### src/rtl/core_mem_arbiter.sv
// core_mem_arbiter: shares one single-port memory between the instruction-fetch
// requester (i_*) and the data requester (d_*). One transaction is in flight at a
// time and each requester sees a REQ/ACK handshake.
// Optional feature macro: MEM_ARB_RR_EN selects round-robin arbitration using a
// last-grant register; without it the data side has fixed priority over fetch.
module core_mem_arbiter #(
  parameter int ADDR_W  = 32,
  parameter int DATA_W  = 32,
  parameter int MEM_LAT = 1
) (
  input  logic              clk_i,
  input  logic              rst_ni,
  input  logic              i_req_i,
  input  logic [ADDR_W-1:0] i_addr_i,
  output logic [DATA_W-1:0] i_rdata_o,
  output logic              i_ack_o,
  input  logic              d_req_i,
  input  logic              d_we_i,
  input  logic [ADDR_W-1:0] d_addr_i,
  input  logic [DATA_W-1:0] d_wdata_i,
  output logic [DATA_W-1:0] d_rdata_o,
  output logic              d_ack_o,
  output logic              m_en_o,
  output logic              m_we_o,
  output logic [ADDR_W-1:0] m_addr_o,
  output logic [DATA_W-1:0] m_wdata_o,
  input  logic [DATA_W-1:0] m_rdata_i,
  output logic              busy_o
);

  typedef enum logic [1:0] {
    IDLE  = 2'd0,
    ISSUE = 2'd1,
    WAIT  = 2'd2,
    ACK   = 2'd3
  } state_e;

  // Counter start value: the WAIT state lasts exactly MEM_LAT cycles.
  localparam logic [1:0] LAT_M1 = 2'(MEM_LAT - 1);

  state_e            state_q, state_d;
  logic              win_d_q, win_d_d;
  logic              we_q, we_d;
  logic [ADDR_W-1:0] addr_q, addr_d;
  logic [DATA_W-1:0] wdata_q, wdata_d;
  logic [1:0]        cnt_q, cnt_d;
  logic [DATA_W-1:0] i_rdata_q, i_rdata_d;
  logic [DATA_W-1:0] d_rdata_q, d_rdata_d;
  logic              grant_d;

`ifdef MEM_ARB_RR_EN
  logic last_d_q, last_d_d;

  // Round-robin pick: on contention serve the side that was not granted last.
  always_comb begin
    grant_d = d_req_i & (~i_req_i | ~last_d_q);
  end
`else
  // Fixed priority pick: the data side wins whenever it is requesting.
  always_comb begin
    grant_d = d_req_i;
  end
`endif

  // State and datapath registers; reset aborts any transaction in flight.
  always_ff @(posedge clk_i) begin
    if (!rst_ni) begin
      state_q   <= IDLE;
      win_d_q   <= 1'b0;
      we_q      <= 1'b0;
      addr_q    <= '0;
      wdata_q   <= '0;
      cnt_q     <= '0;
      i_rdata_q <= '0;
      d_rdata_q <= '0;
`ifdef MEM_ARB_RR_EN
      last_d_q  <= 1'b0;
`endif
    end else begin
      state_q   <= state_d;
      win_d_q   <= win_d_d;
      we_q      <= we_d;
      addr_q    <= addr_d;
      wdata_q   <= wdata_d;
      cnt_q     <= cnt_d;
      i_rdata_q <= i_rdata_d;
      d_rdata_q <= d_rdata_d;
`ifdef MEM_ARB_RR_EN
      last_d_q  <= last_d_d;
`endif
    end
  end

  // Next-state logic: grant in IDLE, strobe in ISSUE, count in WAIT, ack in ACK.
  always_comb begin
    state_d   = state_q;
    win_d_d   = win_d_q;
    we_d      = we_q;
    addr_d    = addr_q;
    wdata_d   = wdata_q;
    cnt_d     = cnt_q;
    i_rdata_d = i_rdata_q;
    d_rdata_d = d_rdata_q;
`ifdef MEM_ARB_RR_EN
    last_d_d  = last_d_q;
`endif
    case (state_q)
      IDLE: begin
        if (i_req_i || d_req_i) begin
          state_d = ISSUE;
          win_d_d = grant_d;
`ifdef MEM_ARB_RR_EN
          last_d_d = grant_d;
`endif
          if (grant_d) begin
            we_d    = d_we_i;
            addr_d  = d_addr_i;
            wdata_d = d_wdata_i;
          end else begin
            we_d    = 1'b0;
            addr_d  = i_addr_i;
          end
        end
      end
      ISSUE: begin
        cnt_d   = LAT_M1;
        state_d = WAIT;
      end
      WAIT: begin
        if (cnt_q == 2'd0) begin
          state_d = ACK;
          if (win_d_q) begin
            if (!we_q) begin
              d_rdata_d = m_rdata_i;
            end
          end else begin
            i_rdata_d = m_rdata_i;
          end
        end else begin
          cnt_d = cnt_q - 2'd1;
        end
      end
      ACK: begin
        state_d = IDLE;
      end
      default: begin
        state_d = IDLE;
      end
    endcase
  end

  // Outputs decoded from the registered state; address/data hold outside ISSUE.
  always_comb begin
    m_en_o    = (state_q == ISSUE);
    m_we_o    = (state_q == ISSUE) & we_q;
    m_addr_o  = addr_q;
    m_wdata_o = wdata_q;
    i_ack_o   = (state_q == ACK) & ~win_d_q;
    d_ack_o   = (state_q == ACK) & win_d_q;
    busy_o    = (state_q != IDLE);
    i_rdata_o = i_rdata_q;
    d_rdata_o = d_rdata_q;
  end

endmodule

### config.mk
export PLATFORM = sky130hd
export DESIGN_NAME = core_mem_arbiter
export DESIGN_NICKNAME = d
export VERILOG_FILES = /design/src/rtl/core_mem_arbiter.sv
export SDC_FILE = /design/constraint.sdc
export NUM_CORES = 1
export LEC_CHECK = 0
export ABC_AREA = 1
export CORE_ASPECT_RATIO = 0.8
export CORE_MARGIN = 2
export CORE_UTILIZATION = 37
export CTS_CLUSTER_SIZE = 30
export DETAILED_ROUTE_END_ITERATION = 6
export GPL_TIMING_DRIVEN = 0
export PLACE_DENSITY = 0.82
export SETUP_SLACK_MARGIN = 0.02
export SLEW_MARGIN = 20
export SYNTH_ARGS = -nofsm -noshare
export SYNTH_HDL_FRONTEND = slang
export SYNTH_SLANG_ARGS = --single-unit
### constraint.sdc
create_clock -name clk_i -period 1.4 [get_ports clk_i]
set_input_delay 0.21 -clock clk_i [delete_from_list [all_inputs] [get_ports clk_i]]
set_output_delay 0.21 -clock clk_i [all_outputs]
set_load 0.1 [all_outputs]
==> flow_summary.toml, run 1 <==
[synth]
async_flop_share_pct = 0
synth_top_family_by_area = "simple AND/OR/NAND/NOR gates"
yosysWarnings = 0
synthAdderAreaFrac_pct = 1.310
synth_top_cell_by_area = "dfxtp_1"
ys.flop_type = "dfxtp_1"
synth_most_common_cell = "nor2_1"
synthMuxAreaShare_pct = 0
syn_area_per_cell_sq_um = 7.057
synth-compound-area-share_pct = 9.279
synth-seq-cells = 134
synth.area.top_cells = "dfxtp_1 47%, nor2_1 15%, nand2_1 9.2%"
yosysSeqAreaShare_pct = 46.81
synthSimpleGateAreaFrac_pct = 32.69
synth_edf_count = 0
synth_xor_area_share_pct = 0
yosysUniqueCellTypes = 22
ys_top_cells_by_count = "231 x nor2_1, 140 x nand2_1, 134 x dfxtp_1"
synth_nets = 951
yosys.area.top_type_share_pct = 46.81
syn_area_sq_um = 5730
syn_inst = 812

[die]
dieArea_sq_um = 16510
io-pin-count = 266
coreArea_sq_um = 15060
die_y_microns = 115.3
die_w_microns = 143.1
initial_core_util_pct = 38.04
fp-row-count = 40

[place]
hpwl_mm = 13.65
pre_cts_slack_ns = -0.7908
io_buffers = 264
placed_area_sq_um = 8663
gp_congestion = 0.8304

[worst_setup_path]
required_ns = 1.19
cp.arrival_ns = 1.35
path_cells = "inv_4 -> ha_4 -> nand2_4 -> clkinvlp_4 -> buf_12"
critical_path_class = "reg2out"
worstSetupEndpointType = "output port"
startpoint_type = "register"
critPathMaxStageDelay_ns = 0.38
critPathSlowestCell = "dfxtp_4"
worstPathMaxFanout = 4

[drt]
num_vias = 5962
ant_nets = 0
drc = 0
drt_first_iter_violations = 308
firstDrtPassIters = 4
wl_per_cell_microns = 13.89
drt_wl_total_mm = 18.53
via_per_inst = 4.469

[global_route]
grt_max_degree = 17
gr-usage-all-layers_pct = 22.15
grt_pass1_wl_mm = 28.66
grt_pass1_vias = 5752
antenna_found_initial = 0
grt_overflow = 0

[sta]
setup_viol = 83
rsz0062_at_grt = "true"
tightest_slew_ns = 0.4780
relSlewSlack_pct = 68.13
setup_slack_ns = -0.1563
period_needed_ns = 1.556
fmax_mhz = 642.5
finalHoldViolations = 0
finalCritPeriodShare_pct = 111.2
fin_skew_ns = 0.003965
slew_violations = 0
fin_setup_tns_ns = -4.576

[clock_network]
cts_tree = "built"
hold_buffers = 0
cts.sinks = 134
clkSlewWorstSetupHoldPaths_ns = 0.05
cts_root_buf = "clkbuf_16"
clkLatencyLatePin_ns = 0.41
numCtsBuffers = 17
htree_levels = 4
cts_buffer_depth = 2

[finish]
nets = 1251
fin_util_pct = 63.16
layout-drive-gt1-share_pct = 27.58
syn2layout_area_growth_pct = 66.05
fill_cells = 1361
antennaDiodeCount = 0
fin_area_sq_um = 9515

[worst_hold_path]
min_path_type = "in2reg"

[power_and_ir_drop]
power_w = 0.02269
leakage_nw = 4.444
p_per_area_nw_per_um2 = 2384
irDropWorstVdd_uv = 1467

[run_status]
violations = "setup timing"
status = "finished, violations left"

[flow_run]
timing.max_cap.violations = 0
-- sequential cells by signal (all words and copies together), names as in the netlist --
register and cells:
we_q 1, i_rdata_o 32, cnt_q 2, m_wdata_o 32, state_q 2, m_addr_o 32, d_rdata_o 32, win_d_q 1
-- placed cells by master (no fill, tap or decap), types with 5 or more instances in the layout --
cell and instances:
clkbuf_16 17, dfxtp_1 131, buf_2 10, inv_1 70
clkbuf_1 10, o21ai_1 7, o21ai_0 90, nor2_2 60
nor2_4 10, nand3b_1 33, nor2_1 193, buf_6 21
a21oi_1 6, nand2_1 137, clkdlybuf4s50_1 131, buf_12 6
buf_4 141, clkinv_4 5
-- path summary, 6_finish.rpt --
path | slack [ns] | to | depth (start not counted) | startpoint
min | 0.15 | i_rdata_o[14] | 3 | rst_ni
max reg2reg | -0.12 | i_rdata_o[5] | 8 | state_q[1]
min reg2reg | 0.46 | cnt_q[1] | 2 | cnt_q[1]
max | -0.16 | m_we_o | 5 | state_q[1]
-- where the power goes --
group          switching (W)  total, W  internal (W)
logic                0.00950    0.0126       0.00315
clock network        0.00164   0.00470       0.00306
registers           0.000575   0.00534       0.00477
-- worst max-delay path, delay by kind of cell (launching register included) --
kind          cells  cell delay (ns)
buf+inv           3             0.32
flops             1             0.38
fa+ha+maj         1             0.17
simple gates      1             0.07
-- per-layer routing --
layer | part of all wire [%] | global-route usage, % | vias to the layer above | wire length [microns]
met5 | 0 | 0 | - | 0
met4 | 2.5 | 7.921 | 0 | 456
met2 | 47 | 36.56 | 203 | 8685
met1 | 44 | 27.93 | 2641 | 8085
li1 | - | - | 3089 | -
met3 | 7.0 | 6.164 | 29 | 1300
-- cell type report --
class / instances / area, sq um / area share (%)
Inverter: 79 / 316.6 / 3.327
Tap cell: 210 / 262.8 / 2.761
Clock buffer: 19 / 452.9 / 4.760
Multi-Input combinational cell: 550 / 2695 / 28.32
Sequential cell: 134 / 2691 / 28.28
Buffer: 49 / 366.6 / 3.853
Timing Repair Buffer: 281 / 2552 / 26.82
Clock inverter: 12 / 177.7 / 1.867
-- through the flow --
| step | cells | hold WS (ns) |
|---|---|---|
| 2_1_floorplan | 812 | 0.3449 |
| 3_3_place_gp | 1286 | 0.4478 |
| 3_5_place_dp | 1286 | 0.4534 |
| 4_1_cts | 1331 | 0.1444 |
| 5_1_grt | 1334 | 0.1849 |
| 6_report | 1334 | 0.1533 |
-- cells by family after synthesis --
| family | after synthesis |
|---|---|
| compound gates | 105 |
| fa+ha+maj | 6 |
| buf+inv | 128 |
| flops | 134 |
| simple gates | 439 |
-- repair_timing --
| item | CTS | global route |
|---|---|---|
| resized for setup | 889 | 47 |
| pin swaps | 6 | 4 |
| gates cloned | 5 | 1 |
| buffers inserted | 9 | 2 |
| setup endpoints to repair | 264 | 135 |
Note: power is estimated with default switching activity, not from simulation.
==> run 2, diff against run 1 <==
--- a/config.mk
+++ b/config.mk
@@ -9,7 +9,7 @@
 export CORE_ASPECT_RATIO = 0.8
 export CORE_MARGIN = 2
 export CORE_UTILIZATION = 37
-export CTS_CLUSTER_SIZE = 30
+export CTS_CLUSTER_SIZE = 12
 export DETAILED_ROUTE_END_ITERATION = 6
 export GPL_TIMING_DRIVEN = 0
 export PLACE_DENSITY = 0.82
==> results of run 2 <==
Final layout, timing and power as in run 1 (identical DEF).
==> run 3, diff against run 2 <==
--- a/config.mk
+++ b/config.mk
@@ -5,15 +5,14 @@
 export SDC_FILE = /design/constraint.sdc
 export NUM_CORES = 1
 export LEC_CHECK = 0
-export ABC_AREA = 1
 export CORE_ASPECT_RATIO = 0.8
 export CORE_MARGIN = 2
-export CORE_UTILIZATION = 37
+export CORE_UTILIZATION = 36
 export CTS_CLUSTER_SIZE = 12
 export DETAILED_ROUTE_END_ITERATION = 6
 export GPL_TIMING_DRIVEN = 0
 export PLACE_DENSITY = 0.82
-export SETUP_SLACK_MARGIN = 0.02
+export SETUP_SLACK_MARGIN = 0.4
 export SLEW_MARGIN = 20
 export SYNTH_ARGS = -nofsm -noshare
 export SYNTH_HDL_FRONTEND = slang
==> run 3 against run 2 <==
The flow still finishes with violations (setup timing). Via count grew 6.2%. Cell area up 34%. First-iteration DRC count is 54% higher. Largest power group unchanged.
==> flow_summary.toml, run 3 <==
[synth]
async_flop_share_pct = 0
synth_edf_count = 0
yosysUniqueCellTypes = 29
synth-seq-cells = 134
synth_top_cell_by_area = "dfxtp_1"
yosysWarnings = 0
ys_top_cells_by_count = "196 x nand2_1, 134 x dfxtp_1, 99 x a21oi_1"
yosys.area.top_type_share_pct = 51.10
syn_area_per_cell_sq_um = 8.663
ys.flop_type = "dfxtp_1"
syn_inst = 606
syn_area_sq_um = 5250
synth_nets = 745
yosysSeqAreaShare_pct = 51.10
synth.area.top_cells = "dfxtp_1 51%, nand2_1 14%, a21oi_1 9.4%"
synth_most_common_cell = "nand2_1"

[global_route]
grt_pass1_wl_mm = 33.73
grt_overflow = 0
grt_max_degree = 17
grt_pass1_vias = 6136
antenna_found_initial = 1
gr-usage-all-layers_pct = 27.99

[sta]
fin_setup_tns_ns = -4.434
setup_slack_ns = -0.1991
rsz0062_at_grt = "true"
setup_viol = 99
fin_skew_ns = 0.008080
slew_violations = 0
period_needed_ns = 1.599
tightest_slew_ns = 0.8023
finalHoldViolations = 0
fmax_mhz = 625.3
finalCritPeriodShare_pct = 114.2
relSlewSlack_pct = 46.52

[power_and_ir_drop]
irDropWorstVdd_uv = 1458
p_per_area_nw_per_um2 = 2072
leakage_nw = 5.173

[clock_network]
clkLatencyLatePin_ns = 0.43
cts_buffer_depth = 2
clkSlewWorstSetupHoldPaths_ns = 0.07
cts_tree = "built"
hold_buffers = 0
cts_root_buf = "clkbuf_16"
cts.sinks = 134
htree_levels = 4
numCtsBuffers = 17

[finish]
fin_area_sq_um = 12750
fill_cells = 513
layout_commonest_cell = "buf_12"
syn2layout_area_growth_pct = 142.8
mostFrequentLayoutCells = "144 x buf_12, 131 x clkdlybuf4s50_1, 103 x nand2_1, 93 x dfxtp_2, 86 x a21oi_2"
nets = 1111
seq_area_sq_um = 2945
layout-drive-gt1-share_pct = 70.25
multi_input_area_sq_um = 3578

[drt]
drt_wl_total_mm = 29.34
via_per_inst = 5.412
drt_first_iter_violations = 474
num_vias = 6332
ant_nets = 0
wl_per_cell_microns = 25.08
drc = 0
firstDrtPassIters = 5

[die]
dieArea_sq_um = 15570
coreArea_sq_um = 14250
die_y_microns = 112.0
die_w_microns = 139.0
io-pin-count = 266
fp-row-count = 39
initial_core_util_pct = 36.85

[worst_setup_path]
critical_path_class = "reg2out"
startpoint_type = "register"
worstSetupEndpointType = "output port"
worstPathMaxFanout = 4
cp.arrival_ns = 1.39
required_ns = 1.19

[place]
placed_area_sq_um = 8317
hpwl_mm = 12.46
io_buffers = 264
gp_congestion = 0.8562

[flow_run]
timing.max_cap.violations = 0

[worst_hold_path]
min_path_type = "in2reg"

[run_status]
status = "finished, violations left"
violations = "setup timing"
[run 3: cell families after synthesis]
kind of cell    count (synthesis)  share of synthesized area [%]
buf+inv                        52                          5.172
compound gates                138                          17.92
mux                            33                          6.292
fa+ha+maj                       6                          1.430
flops                         134                          51.10
simple gates                  243                          18.09
[run 3: metrics by stage]
| stage | utilization, % | setup WS [ns] | power [W] | hold WS (ns) | std cells |
|---|---|---|---|---|---|
| after floorplan | - | 0.06904 | 0.01294 | 0.3275 | 606 |
| final | 89.45 | -0.1991 | 0.02641 | 0.2167 | 1170 |
| after CTS | 76.96 | -0.1558 | 0.02240 | 0.2128 | 1114 |
| after global routing | 89.45 | -0.2163 | 0.02700 | 0.2146 | 1170 |
| after detailed placement | 58.37 | -0.7013 | 0.01538 | 0.4434 | 1054 |
| after global placement | 58.37 | -0.6966 | 0.01526 | 0.4386 | 1054 |
[run 3: worst max-delay path: stages, from the launching register on]
cell and delay, ns:
dfxtp_4 0.38, inv_6 0.09, ha_4 0.15, and2_4 0.16
buf_12 0.17
[run 3: timing repair]
item,in CTS,in global routing
resized for setup,1403,331
gates cloned,7,10
endpoints found under the setup margin,267,267
pin swaps,44,109
buffers inserted,21,45
[run 3: final timing paths]
kind                     start             to  slack (ns)  cells past startpoint
hold / removal         d_req_i  m_wdata_o[24]        0.22                      4
hold reg to reg   i_rdata_o[0]   i_rdata_o[0]        0.48                      2
setup / recovery    state_q[1]         m_we_o       -0.20                      4
setup reg to reg    state_q[0]   d_rdata_o[2]       -0.14                      7
[run 3: where the power goes]
group	internal [W]	leakage (nW)	total, W	switching (W)
clock	0.00234	0.266	0.00440	0.00206
sequential	0.00482	1.16	0.00583	0.00101
combinational	0.00659	3.74	0.0162	0.00958
[run 3: metal layers]
layer | up-vias | track usage (%) | share of wire, %
li1 | 2761 | - | -
met5 | - | 0 | 0
met1 | 3113 | 29.53 | 35
met2 | 368 | 52.18 | 53
met4 | 0 | 11.04 | 4.3
met3 | 90 | 8.703 | 7.6
[run 3: final cells by class]
| cell class | instances | area share (%) |
|---|---|---|
| clock inverter | 15 | 1.041 |
| clock buffer | 17 | 3.338 |
| inverter | 6 | 0.2847 |
| timing repair buffer | 347 | 38.09 |
| multi-input combinational | 420 | 28.07 |
| buffer | 46 | 4.241 |
| antenna | 1 | 0.01963 |
| tap | 184 | 1.806 |
| sequential | 134 | 23.11 |
